## src/rtl/sipo_rx.sv

```systemverilog
// Serial-in parallel-out receiver: assembles WIDTH bits, MSB first, into a handshaked holding register.
// Latency: word visible on pout/pout_valid the cycle after its last bit is sampled.
// Backpressure: a word completing while the holding register is full and not being accepted is dropped; sticky overrun is set.
module sipo_rx #(
    parameter int WIDTH = 4,
    localparam int CW = $clog2(WIDTH + 1)
) (
    input  logic             clk,
    input  logic             rst,
    input  logic             sin,
    input  logic             sin_en,
    input  logic             clr,
    output logic [WIDTH-1:0] pout,
    output logic             pout_valid,
    input  logic             pout_ready,
    output logic [CW-1:0]    bit_cnt,
    output logic             overrun,
    input  logic             overrun_clr
);

    logic [WIDTH-1:0] shreg;
    logic [WIDTH-1:0] next_word;
    logic             strobe;
    logic             last_bit;
    logic             complete;
    logic             load;
    logic             drop;

    // clr outranks the strobe, so an aborted edge never samples or completes
    assign strobe    = sin_en && !clr;
    assign last_bit  = (bit_cnt == CW'(WIDTH - 1));
    assign complete  = strobe && last_bit;
    assign next_word = {shreg[WIDTH-2:0], sin};
    assign load      = complete && (!pout_valid || pout_ready);
    assign drop      = complete && pout_valid && !pout_ready;

    always_ff @(posedge clk or posedge rst) begin
        if (rst) begin
            shreg   <= '0;
            bit_cnt <= '0;
        end else if (clr) begin
            shreg   <= '0;
            bit_cnt <= '0;
        end else if (sin_en) begin
            shreg   <= next_word;
            bit_cnt <= last_bit ? '0 : bit_cnt + CW'(1);
        end
    end

    always_ff @(posedge clk or posedge rst) begin
        if (rst) begin
            pout       <= '0;
            pout_valid <= 1'b0;
        end else if (load) begin
            pout       <= next_word;
            pout_valid <= 1'b1;
        end else if (pout_valid && pout_ready) begin
            pout_valid <= 1'b0;
        end
    end

    // a drop on the same edge as overrun_clr keeps the flag set
    always_ff @(posedge clk or posedge rst) begin
        if (rst) begin
            overrun <= 1'b0;
        end else if (drop) begin
            overrun <= 1'b1;
        end else if (overrun_clr) begin
            overrun <= 1'b0;
        end
    end

endmodule

```

## config.mk

```make
export PLATFORM = sky130hd
export DESIGN_NAME = sipo_rx
export DESIGN_NICKNAME = d
export VERILOG_FILES = /design/src/rtl/sipo_rx.sv
export SDC_FILE = /design/constraint.sdc
export NUM_CORES = 1
export LEC_CHECK = 0
export BUFFER_PORTS_ARGS = -buffer_cell sky130_fd_sc_hd__buf_2
export CAP_MARGIN = 20
export CORE_AREA = 2 2 39 41
export DETAILED_ROUTE_END_ITERATION = 10
export DIE_AREA = 0 0 41 43
export PLACE_DENSITY_LB_ADDON = 0.12
export SETUP_SLACK_MARGIN = 0.5
export SLEW_MARGIN = 20
export SYNTH_ARGS = -nofsm -noshare
export SYNTH_HDL_FRONTEND = slang
export SYNTH_SLANG_ARGS = --single-unit
```

## constraint.sdc

```tcl
create_clock -name clk -period 4.57 [get_ports clk]
set_input_delay 0.914 -clock clk [delete_from_list [all_inputs] [get_ports clk]]
set_output_delay 0.914 -clock clk [all_outputs]
set_load 0.02 [all_outputs]
```

Word level (Yosys, flattened, before mapping)
Index checks and enable logic that the tools add are counted.
Cells by class
  add/sub/neg operators: 1
  reduce and logical (&&, ||, !) cells: 13
  equality and inequality tests: 1
  multiplexer cells: 9
Operator list (count)
  $mux 3: 5
  $logic_and 1x1->1: 6
  $reduce_bool 2->1: 3
  $mux 1: 4
  $add 3x1->3 const B: 1
  $eq 3x2->1 const B: 1
  $logic_not 1->1: 3
  $logic_or 1x1->1: 1
Storage, ports and cells
  input bits: 7
  bits in registers: 12
  word-level logic and storage cells: 29
  output and inout port bits: 9

Logic depth before layout (Yosys ltp)
Gate-level depths: netlist (run 1).
  depth after elaboration: 6
  mapped depth: 4
  depth with buffers taken out: 4

Worst setup path before layout (run 1)
OpenSTA, ideal clock, no wires.
  path kind: input to register
  start: input sin_en
  end: register pout[0]
  required time: 4.445 ns
  setup time: 0.125 ns
  arrival: 1.903 ns
  slack: 2.542 ns
  path buffers: 1
  stages: 4
  cells stage by stage: buf_6 -> nand2_4 -> or4b_4 -> mux2_4
Between the ends
  cells in the longest elaborated chain, start to end: 3
RTL lines
  from (decl): RTL line 11  | input logic sin_en,
  $logic_and 1x1->1: RTL line 30  | assign strobe = sin_en && !clr;
  $logic_and 1x1->1: RTL line 32  | assign complete = strobe && last_bit;
  $logic_and 1x1->1: RTL line 34  | assign load = complete && (!pout_valid || pout_ready);
  to (signal assigned): RTL line 55  | pout <= next_word;
  to (decl): RTL line 13  | output logic [WIDTH-1:0] pout,
Every way passes these cells.
A chain may end at the register's enable or synchronous reset.

Final worst setup path (run 1)
  start: input sin_en
  end: register pout[3]
The elaborated chain is that of the path after synthesis.

==> flow_metrics.tcl, run 1 <==
set metrics [dict create \
    status "finished clean" \
    portBuffers 15 \
    avgSynthCellArea_um2 13.3 \
    n_antenna_cell 0 \
    slowest_stage "or4b_4" \
    synth_compound_area_share_pct 3.07 \
    start_kind "input pin" \
    ys_seq_elements 12 \
    crit_fanout 8 \
    max_freq_mhz 528 \
    syn_area_um2 531 \
    ir_drop_uv 118 \
    grt_overflow_total 0 \
    grt_pass1_wl_um 1550 \
    clkTransAtPathRegs_ps 70 \
    place_area_um2 614 \
    p_total_mw 0.199 \
    vias 341 \
    core_area_um2 1380 \
    firstDrtPassIters 2 \
    path_buf_inv 1 \
    whs_ps 510 \
    grt_max_degree 13 \
    synth-seq-area-share_pct 56.6 \
    cp_slowest_stage_delay_ps 540 \
    dieWidth_um 41 \
    synth_nets 48 \
    postCtsSetupRepairBufs 0 \
    min_period_over_period_pct 41.4 \
    synth_warnings 0 \
    cp_top_family "simple AND/OR/NAND/NOR gates" \
    clk_latency_ps 270 \
    r2r-start "bit_cnt[0]" \
    cts-resized-gates 0 \
    final_common_cell "buf_2" \
    cts.sinks 12 \
    min_path_cells 1 \
    crit_required_ps 4720 \
    drtAntennaViolNets 0 \
    setup_viol 0 \
    dp_slack_ps 2400 \
    cap_viol_max_count 0 \
    cts_root_buf "clkbuf_4" \
    period_needed_ps 1890 \
    cts-buffers-inserted 3 \
    antenna_found_initial 0 \
    hp-class "flop to flop" \
    die_h_um 43 \
    final.setup.worst_slack_ps 2680 \
    die_area_um2 1760 \
    cts.hold.buffers_added 0 \
    fin_nets 67 \
    utilization_pct 46.0 \
    min-delay-start "pout[3]" \
    skew_ps 5.14 \
    synthSimpleGateAreaFrac_pct 17.5 \
    synth_top_area_share_pct 56.6 \
    synthAdderAreaFrac_pct 2.36 \
    finalNonFillerCells 73 \
    synth.area.top_cells "dfrtp_1, mux2_4, mux2i_1, nand2b_1, or4b_4" \
    rows 14 \
    end_kind "flop" \
    drive_gt1_share_pct 42.1 \
    clock_path_buffers 2 \
    place_congestion 0.706 \
    synth_top_family_by_area "simple AND/OR/NAND/NOR gates" \
    r2r_cells 4 \
    whs_endpoint "pout[3]" \
    power.density_nw_per_um2 313 \
    layout.cells.most_common_list "buf_2, dfrtp_1, nand2b_1, mux2_4" \
    maxSlewViolCount 0 \
    tns_ps 0 \
    via_per_inst 4.67 \
    wl_per_cell_um 12.1 \
    yosys.area.top_type "dfrtp_1" \
    p_leak_nw 0.369 \
    track_usage_pct 13.4 \
    slew_headroom_pct 69.5 \
    drc 0 \
    tightest_slew_ps 457 \
    r2r-end "pout[3]" \
    io_pins 16 \
    netlist_instances 40 \
    ys_types 17 \
    grt_pass1_vias 355 \
    synth_mux_area_share_pct 17.0 \
    start_util_pct 38.3 \
    synth_xor_xnor_area_share_pct 0 \
    routed_wl_um 884 \
    dpl.cell_count 70 \
    rsz0062_at_grt "false" \
    regToRegSetupSlack_ps 2920 \
    area_growth_pct 20.0 \
    drt_iter0_drc 6 \
    crit_chain "buf_2 -> nand2_4 -> or4b_4 -> mux2_4" \
    fin_area_um2 637 \
    tritoncts "yes" \
    htreeDepth 1 \
    worstSetupPathType "input pin to flop" \
    finalHoldViolations 0 \
    arrival_ps 2040 \
]
[routing by layer]
metal	vias to the layer above	wire, um	global-route usage, %
li1	171	-	-
met1	156	439	17.6
met2	10	369	17.8
met3	4	55	3.66
met4	0	20	10.0
met5	-	0	0
[synth_stat cells]
library cell / count
and3b_1: 1
mux2i_1: 3
or4b_4: 1
inv_1: 2
buf_6: 1
ha_1: 1
mux2_4: 4
nand2_4: 1
nand3_1: 1
nand2b_1: 4
or3_1: 1
o22ai_1: 1
nand3b_1: 1
dfrtp_1: 12
a21oi_1: 2
nand2_1: 1
nor2_1: 3
[cell type report]
class | instances | area [um2]
inverter | 2 | 7.51
clock buffer | 3 | 22.5
fill | 141 | 747
timing repair buffer | 15 | 75.1
multi-input combinational | 25 | 211
sequential | 12 | 300
tap | 16 | 20.0
[sequential cells by signal (all words and copies together), names as in the netlist]
register and count:
overrun 1, pout 4, shreg 3, bit_cnt 3, pout_valid 1
[worst reg2reg max path, cell delays in order, from the launching register on]
cell and delay (ps):
dfrtp_1 390, ha_1 230, nand2_4 60, or4b_4 540, mux2_4 310
[worst max-delay path by stage]
stage | from | endpoint | slack, ps | depth (start not counted)
4_1_cts | sin_en | pout[3] | 2690 | 4
2_1_floorplan | sin_en | pout[0] | 2540 | 4
6_report | sin_en | pout[3] | 2680 | 4
5_1_grt | sin_en | pout[1] | 2660 | 4
3_3_place_gp | sin_en | pout[1] | 2410 | 4
3_5_place_dp | sin_en | pout[3] | 2400 | 4
[report_power, final]
group / switching [mW] / internal (mW)
combinational: 0.0130 / 0.0102
clock: 0.0325 / 0.0304
sequential: 0.00291 / 0.110
[kinds of logic after synthesis]
| group | after synthesis |
|---|---|
| adders and majority gates | 1 |
| AOI/OAI and AO/OA | 3 |
| and+or+nand+nor | 14 |
| DFF | 12 |
| muxes | 7 |
| buffers and inverters | 3 |
Power figures use the tool's default switching activity.
==> inputs of run 2 (changes only) <==
==> constraint.sdc (replaced) <==
create_clock -name clk -period 1.9 [get_ports clk]
set_input_delay 0.38 -clock clk [delete_from_list [all_inputs] [get_ports clk]]
set_output_delay 0.38 -clock clk [all_outputs]
set_load 0.02 [all_outputs]
==> flow_metrics.tcl, run 2 (synthesis gave the netlist of run 1 again) <==
set metrics [dict create \
    status "finished clean" \
    dpl.cell_count 70 \
    die_h_um 43 \
    tritoncts "yes" \
    cp_top_family "simple AND/OR/NAND/NOR gates" \
    layout.cells.most_common_list "buf_2, dfrtp_1, buf_4" \
    r2r-end "pout[0]" \
    drt_iter0_drc 4 \
    dieWidth_um 41 \
    grt_pass1_vias 341 \
    core_area_um2 1380 \
    io_pins 16 \
    start_util_pct 38.3 \
    drive_gt1_share_pct 50.8 \
    grt_pass1_wl_um 1390 \
    final.setup.worst_slack_ps 354 \
    r2r-start "bit_cnt[0]" \
    p_leak_nw 0.384 \
    wl_per_cell_um 11.1 \
    largest-register "pout" \
    finalNonFillerCells 77 \
    max_freq_mhz 647 \
    die_area_um2 1760 \
    setup_viol 0 \
    period_needed_ps 1550 \
    power.density_nw_per_um2 708 \
    fin_area_um2 684 \
    maxSlewViolCount 0 \
    crit_chain "ha_4 -> nand2_4 -> or4b_4 -> mux2_4" \
    arrival_ps 1700 \
    end_kind "flop" \
    cts.sinks 12 \
    tns_ps 0 \
    routed_wl_um 854 \
    slowest_stage "or4b_4" \
    r2r_cells 4 \
    portBuffers 15 \
    cap_viol_max_count 0 \
    cts-buffers-inserted 3 \
    clk_latency_ps 260 \
    finalHoldViolations 0 \
    area_growth_pct 29.0 \
    cts_root_buf "clkbuf_4" \
    reg_top3 "pout x4, bit_cnt x3, shreg x3" \
    fill_cells 137 \
    vias 375 \
    crit_fanout 4 \
    drc 0 \
    ir_drop_uv 331 \
    rsz0062_at_grt "true" \
    cp_slowest_stage_delay_ps 530 \
    grt_overflow_total 0 \
    place_congestion 0.722 \
    slew_headroom_pct 70.9 \
    rows 14 \
    cts.hold.buffers_added 0 \
    track_usage_pct 12.0 \
    via_per_inst 4.87 \
    antenna_found_initial 0 \
    worstSetupPathType "flop to flop" \
    fin_nets 71 \
    dp_slack_ps 283 \
    min_period_over_period_pct 81.4 \
    hp-class "input pin to async pin" \
    clkTransAtPathRegs_ps 70 \
    n_antenna_cell 0 \
    firstDrtPassIters 3 \
    grt_max_degree 13 \
    start_kind "flop" \
    place_area_um2 629 \
    final_common_cell "buf_2" \
    path_buf_inv 0 \
    crit_required_ps 2050 \
    drtAntennaViolNets 0 \
    tightest_slew_ps 436 \
    skew_ps 1.26 \
    regToRegSetupSlack_ps 350 \
    htreeDepth 1 \
    largest_reg_flops 4 \
    clock_path_buffers 2 \
]
==> run 2: cell types whose count changed in the layout (fill, tap and decap cells not counted), sizes merged <==
cell  before  now
buf       15   19
==> run 2: final cells by class <==
cell class | count | area (um2) | share of cell area, %
multi-input combinational | 25 | 224 | 32.7
sequential | 12 | 303 | 44.2
inverter | 2 | 7.51 | 1.10
tap | 16 | 20.0 | 2.93
clock buffer | 3 | 22.5 | 3.29
timing repair buffer | 19 | 108 | 15.7
==> run 2: stage by stage <==
step | power, mW | util [%] | hold WS, ps
global route | 0.516 | 49.5 | 136
floorplan | 0.318 | - | 245
CTS | 0.493 | 48.7 | 115
finish | 0.485 | 49.5 | 104
detailed placement | 0.338 | 45.5 | 406
global placement | 0.337 | 45.5 | 408
==> run 2: per-layer routing <==
metal  wire length [um]  vias to the layer above  track usage [%]
met3                 57                        0             4.71
met4                  0                        0             4.00
met5                  0                        -                0
met1                419                      180             18.6
li1                   -                      183                -
met2                377                       12             15.0
==> run 2: power breakdown <==
part	leakage (nW)	total (mW)	switching [mW]	internal (mW)
clock	0.0138	0.147	0.0741	0.0731
sequential	0.162	0.273	0.00694	0.266
combinational	0.208	0.0642	0.0332	0.0310
total	0.384	0.485	0.114	0.370
==> run 2: repair_timing <==
action | in CTS | in global routing
hold endpoints to repair | 0 | 0
gates resized for setup | 0 | 1
endpoints found under the setup margin | 4 | 5
buffers inserted | 3 | 1
==> run 2: worst max path at each step <==
| stage | startpoint | to | depth (start not counted) |
|---|---|---|---|
| 6_report | bit_cnt[0] | pout[0] | 4 |
| 5_1_grt | bit_cnt[0] | pout[0] | 4 |
| 4_1_cts | bit_cnt[0] | pout[0] | 4 |
| 3_5_place_dp | sin_en | pout[0] | 4 |
| 3_3_place_gp | sin_en | pout[0] | 4 |
| 2_1_floorplan | bit_cnt[0] | pout[0] | 4 |
